===== src/rtl/upload_arbiter.sv =====
// Round-robin merge of handler upload bursts into framed USB upload packets:
// header, source ID, 16-bit length, payload, 8-bit additive checksum.
module upload_arbiter #(
  parameter int          NUM_SOURCES = 4,
  parameter int          MAX_PKT_LEN = 256,
  parameter logic [15:0] FRAME_HDR   = 16'hAA44
) (
  input  logic                     clk,
  input  logic                     rst_n,
  input  logic [NUM_SOURCES-1:0]   src_upload_req,
  input  logic [8*NUM_SOURCES-1:0] src_upload_data,
  input  logic [8*NUM_SOURCES-1:0] src_upload_source,
  input  logic [NUM_SOURCES-1:0]   src_upload_valid,
  output logic [NUM_SOURCES-1:0]   src_upload_ready,
  output logic [7:0]               usb_upload_data,
  output logic                     usb_upload_valid,
  input  logic                     usb_upload_ready,
  output logic                     busy
);

  localparam int          GW      = (NUM_SOURCES > 1) ? $clog2(NUM_SOURCES) : 1;
  localparam int          AW      = (MAX_PKT_LEN > 1) ? $clog2(MAX_PKT_LEN) : 1;
  localparam logic [15:0] MAX_LEN = 16'(MAX_PKT_LEN);

  typedef enum logic [3:0] {
    IDLE, COLLECT, HDR0, HDR1, SID, LENH, LENL, DATA, CKSUM
  } state_t;

  state_t          state;
  logic [GW-1:0]   grant, last_grant, pick, cand;
  logic            found;
  logic [15:0]     count, rd_idx, rd_next;
  logic [7:0]      cksum, sid, out_byte;
  logic            out_valid;
  logic [7:0]      in_byte, in_sid;
  logic            in_req, in_valid, collect_open, in_xfer, out_xfer;
  logic [AW-1:0]   buf_addr;
  logic [7:0]      buf_rd_p1;
  logic [7:0]      mem [MAX_PKT_LEN];

  function automatic logic [7:0] frame_sum(input logic [7:0] s, input logic [15:0] len,
                                           input logic [7:0] payload_sum);
    return s + len[15:8] + len[7:0] + payload_sum;
  endfunction

  // Cyclic scan starting just after the previous winner
  always_comb begin
    found = 1'b0;
    pick  = last_grant;
    cand  = '0;
    for (int k = 1; k <= NUM_SOURCES; k++) begin
      cand = GW'((int'(last_grant) + k) % NUM_SOURCES);
      if (!found && src_upload_req[cand]) begin
        found = 1'b1;
        pick  = cand;
      end
    end
  end

  always_comb begin
    in_byte  = '0;
    in_sid   = '0;
    in_req   = 1'b0;
    in_valid = 1'b0;
    for (int i = 0; i < NUM_SOURCES; i++) begin
      if (grant == GW'(i)) begin
        in_byte  = src_upload_data[8*i +: 8];
        in_sid   = src_upload_source[8*i +: 8];
        in_req   = src_upload_req[i];
        in_valid = src_upload_valid[i];
      end
    end
  end

  assign collect_open = (state == COLLECT) && (count < MAX_LEN);
  assign in_xfer      = collect_open && in_valid;
  assign out_xfer     = out_valid && usb_upload_ready;
  assign rd_next      = rd_idx + 16'd1;

  always_comb begin
    src_upload_ready = '0;
    for (int i = 0; i < NUM_SOURCES; i++)
      src_upload_ready[i] = collect_open && (grant == GW'(i));
  end

  // Reads run one byte ahead during DATA so the registered read port never stalls the stream
  assign buf_addr = (state == COLLECT) ? count[AW-1:0] :
                    (state == DATA && out_xfer) ? rd_next[AW-1:0] : rd_idx[AW-1:0];

  always_ff @(posedge clk) begin
    if (in_xfer) mem[buf_addr] <= in_byte;
    buf_rd_p1 <= mem[buf_addr];
  end

  assign usb_upload_data  = (state == DATA) ? buf_rd_p1 : out_byte;
  assign usb_upload_valid = out_valid;
  assign busy             = (state != IDLE);

  always_ff @(posedge clk or negedge rst_n) begin
    if (!rst_n) begin
      state      <= IDLE;
      grant      <= '0;
      last_grant <= GW'(NUM_SOURCES - 1);
      count      <= '0;
      cksum      <= '0;
      sid        <= '0;
      rd_idx     <= '0;
      out_byte   <= '0;
      out_valid  <= 1'b0;
    end else begin
      case (state)
        IDLE: if (found) begin
          grant      <= pick;
          last_grant <= pick;
          count      <= '0;
          cksum      <= '0;
          rd_idx     <= '0;
          state      <= COLLECT;
        end
        COLLECT: begin
          if (in_xfer) begin
            if (count == 16'd0) sid <= in_sid;
            count <= count + 16'd1;
            cksum <= cksum + in_byte;
          end
          if (count == MAX_LEN || (!in_req && !in_xfer)) begin
            if (count == 16'd0) begin
              state <= IDLE;
            end else begin
              state     <= HDR0;
              out_valid <= 1'b1;
              out_byte  <= FRAME_HDR[15:8];
            end
          end
        end
        HDR0: if (out_xfer) begin out_byte <= FRAME_HDR[7:0]; state <= HDR1; end
        HDR1: if (out_xfer) begin out_byte <= sid;            state <= SID;  end
        SID:  if (out_xfer) begin out_byte <= count[15:8];    state <= LENH; end
        LENH: if (out_xfer) begin out_byte <= count[7:0];     state <= LENL; end
        LENL: if (out_xfer) state <= DATA;
        DATA: if (out_xfer) begin
          if (rd_next == count) begin
            out_byte <= frame_sum(sid, count, cksum);
            state    <= CKSUM;
          end else begin
            rd_idx <= rd_next;
          end
        end
        CKSUM: if (out_xfer) begin out_valid <= 1'b0; state <= IDLE; end
        default: state <= IDLE;
      endcase
    end
  end

endmodule


===== config.mk =====
export PLATFORM = sky130hd
export DESIGN_NAME = upload_arbiter
export DESIGN_NICKNAME = d
export VERILOG_FILES = /design/src/rtl/upload_arbiter.sv
export SDC_FILE = /design/constraint.sdc
export NUM_CORES = 2
export LEC_CHECK = 0
export CORE_UTILIZATION = 50
export DETAILED_ROUTE_END_ITERATION = 12
export PLACE_DENSITY = 0.75
export SETUP_SLACK_MARGIN = 0.05
export SYNTH_ARGS = -nofsm -noshare
export SYNTH_HDL_FRONTEND = slang
export SYNTH_SLANG_ARGS = --single-unit

===== constraint.sdc =====
create_clock -name clk -period 5.85 [get_ports clk]
set_input_delay 0.8775 -clock clk [delete_from_list [all_inputs] [get_ports clk]]
set_output_delay 0.8775 -clock clk [all_outputs]
set_load 0.02 [all_outputs]

## After elaboration in Yosys (flattened, before gate mapping)

Memories as Yosys holds them, arrays and structs flattened. A register that Yosys moved wholly into a read port is not among the register bits.
Index checks and enable logic that the tools add are counted.

- Eq/ne operators: 26
- $add $sub $neg: 10
- Reduce and logical (&&, ||, !) cells: 33
- Mux-type cells: 71
- Order comparisons: 5

Operator list:

| operator | number |
|---|---|
| $mux W8 | 21 |
| $mux W16 | 4 |
| $pmux W16 S2 | 2 |
| $pmux W8 S6 | 1 |
| $mux W4 | 10 |
| $pmux W4 S9 | 1 |
| $add A16 B1 Y16 const B | 2 |
| $add A8 B8 Y8 | 4 |
| $ne A2 B2 Y1 const B | 11 |
| $mux W1 | 21 |
| $eq A16 B16 Y1 | 1 |
| $eq A16 B9 Y1 const B | 1 |
| $eq A4 B3 Y1 const B | 4 |
| $logic_not A16 Y1 | 1 |
| $lt A16 B9 Y1 const B | 1 |
| $pmux W8 S2 | 1 |
| $logic_and A1 B1 Y1 | 12 |
| $lt A2 B3 Y1 const B | 4 |
| $mux W2 | 5 |
| $reduce_and A10 Y1 | 1 |
| $reduce_and A9 Y1 | 1 |
| $bmux W1 S2 | 4 |
| $eq A4 B2 Y1 const B | 2 |
| $reduce_and A4 Y1 | 2 |
| other kinds (17) | 28 |

- Output and inout bits: 14
- Logic and storage cells: 155
- Bits in registers: 65
- Bits in writable memories: 2048
- Input bits: 75
- Memories: 1

Memories:

| memory | depth | width | rd ports | clocked after Yosys merged registers in | write ports | line | text |
|---|---|---|---|---|---|---|---|
| mem | 256 | 8 | 1 | 1 | 1 | 39 | `logic [7:0] mem [MAX_PKT_LEN];` |

## Depth between registers and ports, before layout

- Depth in word-level cells: 15
- Gate-level depth with buffers: 15
- Gate-level depth less buffers: 14

## Least setup slack after synthesis

OpenSTA, ideal clock, no wires.

- Path type: reg2reg
- Start: register grant[0]
- End: register cksum[7]
- Clock period less this slack: 5247 ps
- Arrival: 5112 ps
- Required time: 5715 ps
- Setup time: 135 ps
- Path buffers: 3
- Path slack: 603 ps
- Cell stages (with the launch flop): 14
- Path through: dfrtp_1 > clkbuf_1 > clkbuf_1 > clkbuf_1 > mux4_2 > ha_1 > a21oi_1 > o21bai_1 > a21oi_1 > o21bai_1 > a21oi_1 > xor2_1 > a21oi_1 > o22ai_1

- Longest elaborated chain between the ends: 8
- Elaborated cells on any way between the ends: 18
- Classes of those cells: add/sub (1); eq/ne (4); mux (10); reduce/logical (3)

RTL lines:

| item | line | text |
|---|---|---|
| from (decl) | 30 | `logic [GW-1:0] grant, last_grant, pick, cand;` |
| from (signal assigned) | 113 | `grant <= pick;` |
| $logic_not A2 Y1 | 66 | `if (grant == GW'(i)) begin` |
| $mux W8 (3 in series) | 66 |  |
| $mux W8 * | 66 |  |
| via in_byte[2] | 35 | `logic [7:0] in_byte, in_sid;` |
| $add A8 B8 Y8 * | 124 | `cksum <= cksum + in_byte;` |
| $mux W8 * | 121 | `if (in_xfer) begin` |
| $pmux W8 S2 * | 111 | `case (state)` |
| to (signal assigned) | 124 |  |
| to (decl) | 33 | `logic [7:0] cksum, sid, out_byte;` |

The timed path passes the listed nets; every way through them passes the cells marked *. The select of a mux whose other input is x is not followed.
A chain may end at the register's enable or synchronous reset.

## Worst setup path in the final report

- Start: register state[1]
- End: register buf_rd_p1[4] (read register of mem)

- Longest elaborated chain between the ends: 4
- Elaborated cells on any way between the ends: 5
- Classes of those cells: eq/ne (2); mux (2); reduce/logical (1)

RTL lines:

| item | line | text |
|---|---|---|
| from (decl) | 29 | `state_t state;` |
| from (signal assigned) | 101 | `state <= IDLE;` |
| from (signal assigned) | 118 | `state <= COLLECT;` |
| from (signal assigned) | 128 | `state <= IDLE;` |
| $eq A4 B3 Y1 | 88 | `(state == DATA && out_xfer) ? rd_next[AW-1:0] : rd_idx[AW-1:0];` |
| $logic_and A1 B1 Y1 | 88 |  |
| $mux W8 | 88 |  |
| $mux W8 * | 87 | `assign buf_addr = (state == COLLECT) ? count[AW-1:0] :` |
| to (decl) | 38 | `logic [7:0] buf_rd_p1;` |

Every way passes the cells marked *; elsewhere a longest branch is shown, timed or not.

==> impl_results.md <==
- CTS resizes: 0
- Post-DRT Antenna Nets: 0
- Area leader, netlist: edfxtp_1
- Reg2Reg Depth: 11
- Worst-margin pin slew: 1.23 ns
- Critical Path AT: 6.13 ns
- Lkg Pwr: 31.7 nW
- Fmax: 184 MHz
- Layout cells sized above 1: 8.13%
- Initial antenna violation count: 3
- # rows: 152
- Area of the die: 176000 µm²
- Cell Int Power: 31.8 mW
- Fin crit share: 92.9%
- Req. time, crit path: 6.54 ns
- Synth warn: 0
- Fillers: 13300
- Clock power share: 24.2%
- Clock skew: 0.0348 ns
- Layout Cells excl Fill: 9177
- Fin crit period: 5.43 ns
- Share of Yosys cell area claimed by the top area cell type: 70.6%
- FF+latch count, synth: 2121
- First-pass GRT wire length: 349000 µm
- Dpl hpwl: 139000 µm
- WL met3: 27100 µm
- Synthesized area per cell: 13.0 µm²
- Status: finished, final reports clean
- Wl on met1: 89300 µm
- Clock latency on the worst-skew pair: 0.87 ns
- Postcts setup bufs: 0
- Peak VDD IR: 537 µV
- GRT Total Usage: 26.5%
- Seq pwr share: 37.3%
- NetSw: 20.5 mW
- Met2 WL: 108000 µm
- Highest routed layer: met5
- Final TNS setup: 0 ns
- RR Startpoint: state[1]$_DFFE_PN0P_
- Drt drc: 0
- Final nets: 6801
- Crit end category: register
- Port bufs: 88
- Logic pwr share: 38.5%
- Critical path fanouts, max: 62
- Initial Util: 50.5%
- RSZ-0062 raised after global routing: false
- Deepest clock path buffer count: 3
- # setup viols final: 0
- First-pass DRT Iterations: 8
- Endpoints failing hold: 0
- Wire per inst: 25.7 µm
- CP Class: register to register
- Vias in the first global route: 54900
- CTS clk-pin slew, worst paths: 0.06 ns
- Synthesized area: 87100 µm²
- Dpl cells: 8800
- Commonest non-fill, non-tap cells in the layout: edfxtp_1, nand2_1, a21oi_1, nand3_1, nor2_1
- Die Width: 419 µm
- TritonCTS Buffers: 202
- Reg2Reg Setup Slack: 0.42 ns
- Routed vias/inst: 6.29
- Most common cell after layout, fill and taps aside: edfxtp_1
- Sequential-to-total area share from yosys stat: 72.7%
- Post-synth EDFFs: 2048
- Die Ht: 419 µm
- Power per cell area: 536 nW/µm²
- DRT Wirelength: 236000 µm
- I/O pin cnt: 89
- Sw Ratio: 39.2%
- Top FF cell, synth: edfxtp_1
- FF-to-FF End: buf_rd_p1[4]$_DFF_P_
- DR iter-0 viols: 8487
- DR vias: 57700
- Area contributors post-synth: edfxtp_1, nand2_1, a21oi_1
- Clk sinks: 2121
- Clock Tree Root: clkbuf_16
- Slew Viols, Final: 0
- Syn_nets: 6816
- Largest net degree at the start of global routing: 174
- CTS Hold Buffers Added: 0
- H-tree depth: 4
- # Max-Cap Violations: 0
- Total gr overflow: 0
- Routability congestion estimate: 0.904
- Cell variety after synth: 74
- Critical Path Start Type: register
- Syn Inst Count: 6709
- WHS: 0.224 ns
- Core area: 172000 µm²
- Worst Hold Class: primary input to asynchronous set/reset pin
- Ys async rst share: 3.06%
- Area grow syn2layout: 12.0%
- CTS tree: yes
- Worst slew margin: 18.1%
## area by class of cell
| class | count | area [µm²] | area share, % |
|---|---|---|---|
| flip-flops and latches | 2121 | 63300 | 64.9 |
| multi-input cells | 4021 | 21800 | 22.3 |
| clock buffers | 253 | 5290 | 5.42 |
| repair buffers | 294 | 3000 | 3.07 |
| well taps | 2310 | 2890 | 2.96 |
| clock inverters | 120 | 1100 | 1.12 |
| inverters | 54 | 203 | 0.208 |
| diodes | 4 | 10.0 | 0.0103 |
## cell usage after synthesis (7+ instances only)
cell type,count
nor4_1,69
o21ai_0,39
o22ai_1,28
dfrtp_1,63
a22oi_1,161
inv_1,52
o2111ai_1,10
o31ai_1,44
nand4_1,7
a31oi_1,15
and3_1,7
fa_1,15
mux4_2,18
a21oi_1,756
ha_1,17
mux2_4,8
buf_1,65
nand2_1,1437
nor2_1,314
a311oi_1,192
a21o_1,12
clkbuf_1,372
a221oi_1,192
edfxtp_1,2048
buf_2,76
xor2_1,15
nand3_1,348
dfxtp_1,8
nor2b_1,195
xnor2_1,30
nor3_1,15
## registers in the layout (all words and copies together) (netlist names), 4 cells and up
register	flops
mem	2048
count	16
rd_idx	16
buf_rd_p1	8
cksum	8
out_byte	8
sid	8
state	4
## worst max-delay path by stage
stage / start / endpoint / slack (ns) / depth (start not counted)
6_report: state[1]$_DFFE_PN0P_ / buf_rd_p1[4]$_DFF_P_ / 0.42 / 11
5_1_grt: state[1]$_DFFE_PN0P_ / buf_rd_p1[4]$_DFF_P_ / 0.32 / 11
4_1_cts: state[1]$_DFFE_PN0P_ / buf_rd_p1[4]$_DFF_P_ / 0.68 / 11
3_5_place_dp: usb_upload_ready / buf_rd_p1[4]$_DFF_P_ / 0.25 / 13
3_3_place_gp: usb_upload_ready / buf_rd_p1[4]$_DFF_P_ / 0.29 / 13
2_1_floorplan: grant[0]$_DFFE_PN0P_ / cksum[7]$_DFFE_PN0P_ / 0.60 / 13
## power by group through the flow
| stage | Combinational, mW | Clock [mW] | Sequential (mW) |
|---|---|---|---|
| 2_1_floorplan | 12.2 | 0 | 19.9 |
| 3_5_place_dp | 19.7 | 0 | 19.8 |
| 5_1_grt | 21.4 | 13.3 | 19.5 |
| 6_report | 20.1 | 12.7 | 19.5 |
| 4_1_cts | 19.8 | 12.7 | 19.5 |
| 3_3_place_gp | 19.3 | 0 | 19.8 |
## per-stage QoR
step	power (mW)	setup WS [ns]	util, %	cell area [µm²]
2_1_floorplan	32.1	0.603	-	87100
3_3_place_gp	39.1	0.290	52.9	91100
4_1_cts	52.0	0.677	56.6	97500
6_report	52.3	0.418	56.6	97500
5_1_grt	54.2	0.324	56.6	97500
3_5_place_dp	39.5	0.250	52.9	91100
## critical path, stage by stage (launching register included)
cell and delay (ns):
dfrtp_1 0.73, nand4b_1 0.49, o21ai_0 0.75, nand2_4 0.48, buf_12 0.35, buf_12 0.25, a221oi_1 0.39, a311oi_1 0.15
nor4_1 0.47, o22ai_1 0.13, o31ai_1 0.79, o2111ai_1 0.20
## cells by family after synthesis
group | count (synthesis) | synth area share [%]
AND/OR/NAND/NOR | 2427 | 12.0
adder cells (fa/ha/maj) | 32 | 0.589
XOR/XNOR | 45 | 0.453
AO/OA/AOI/OAI | 1484 | 11.1
buffers and inverters | 567 | 2.55
multiplexers | 33 | 0.687
flip-flops | 2121 | 72.7
## routing by layer
layer,global-route usage (%),up-vias
met5,0,-
met4,12.3,2
met3,5.60,561
met2,40.7,3679
met1,36.4,28400
li1,-,25100
Power figures use the tool's default switching activity.
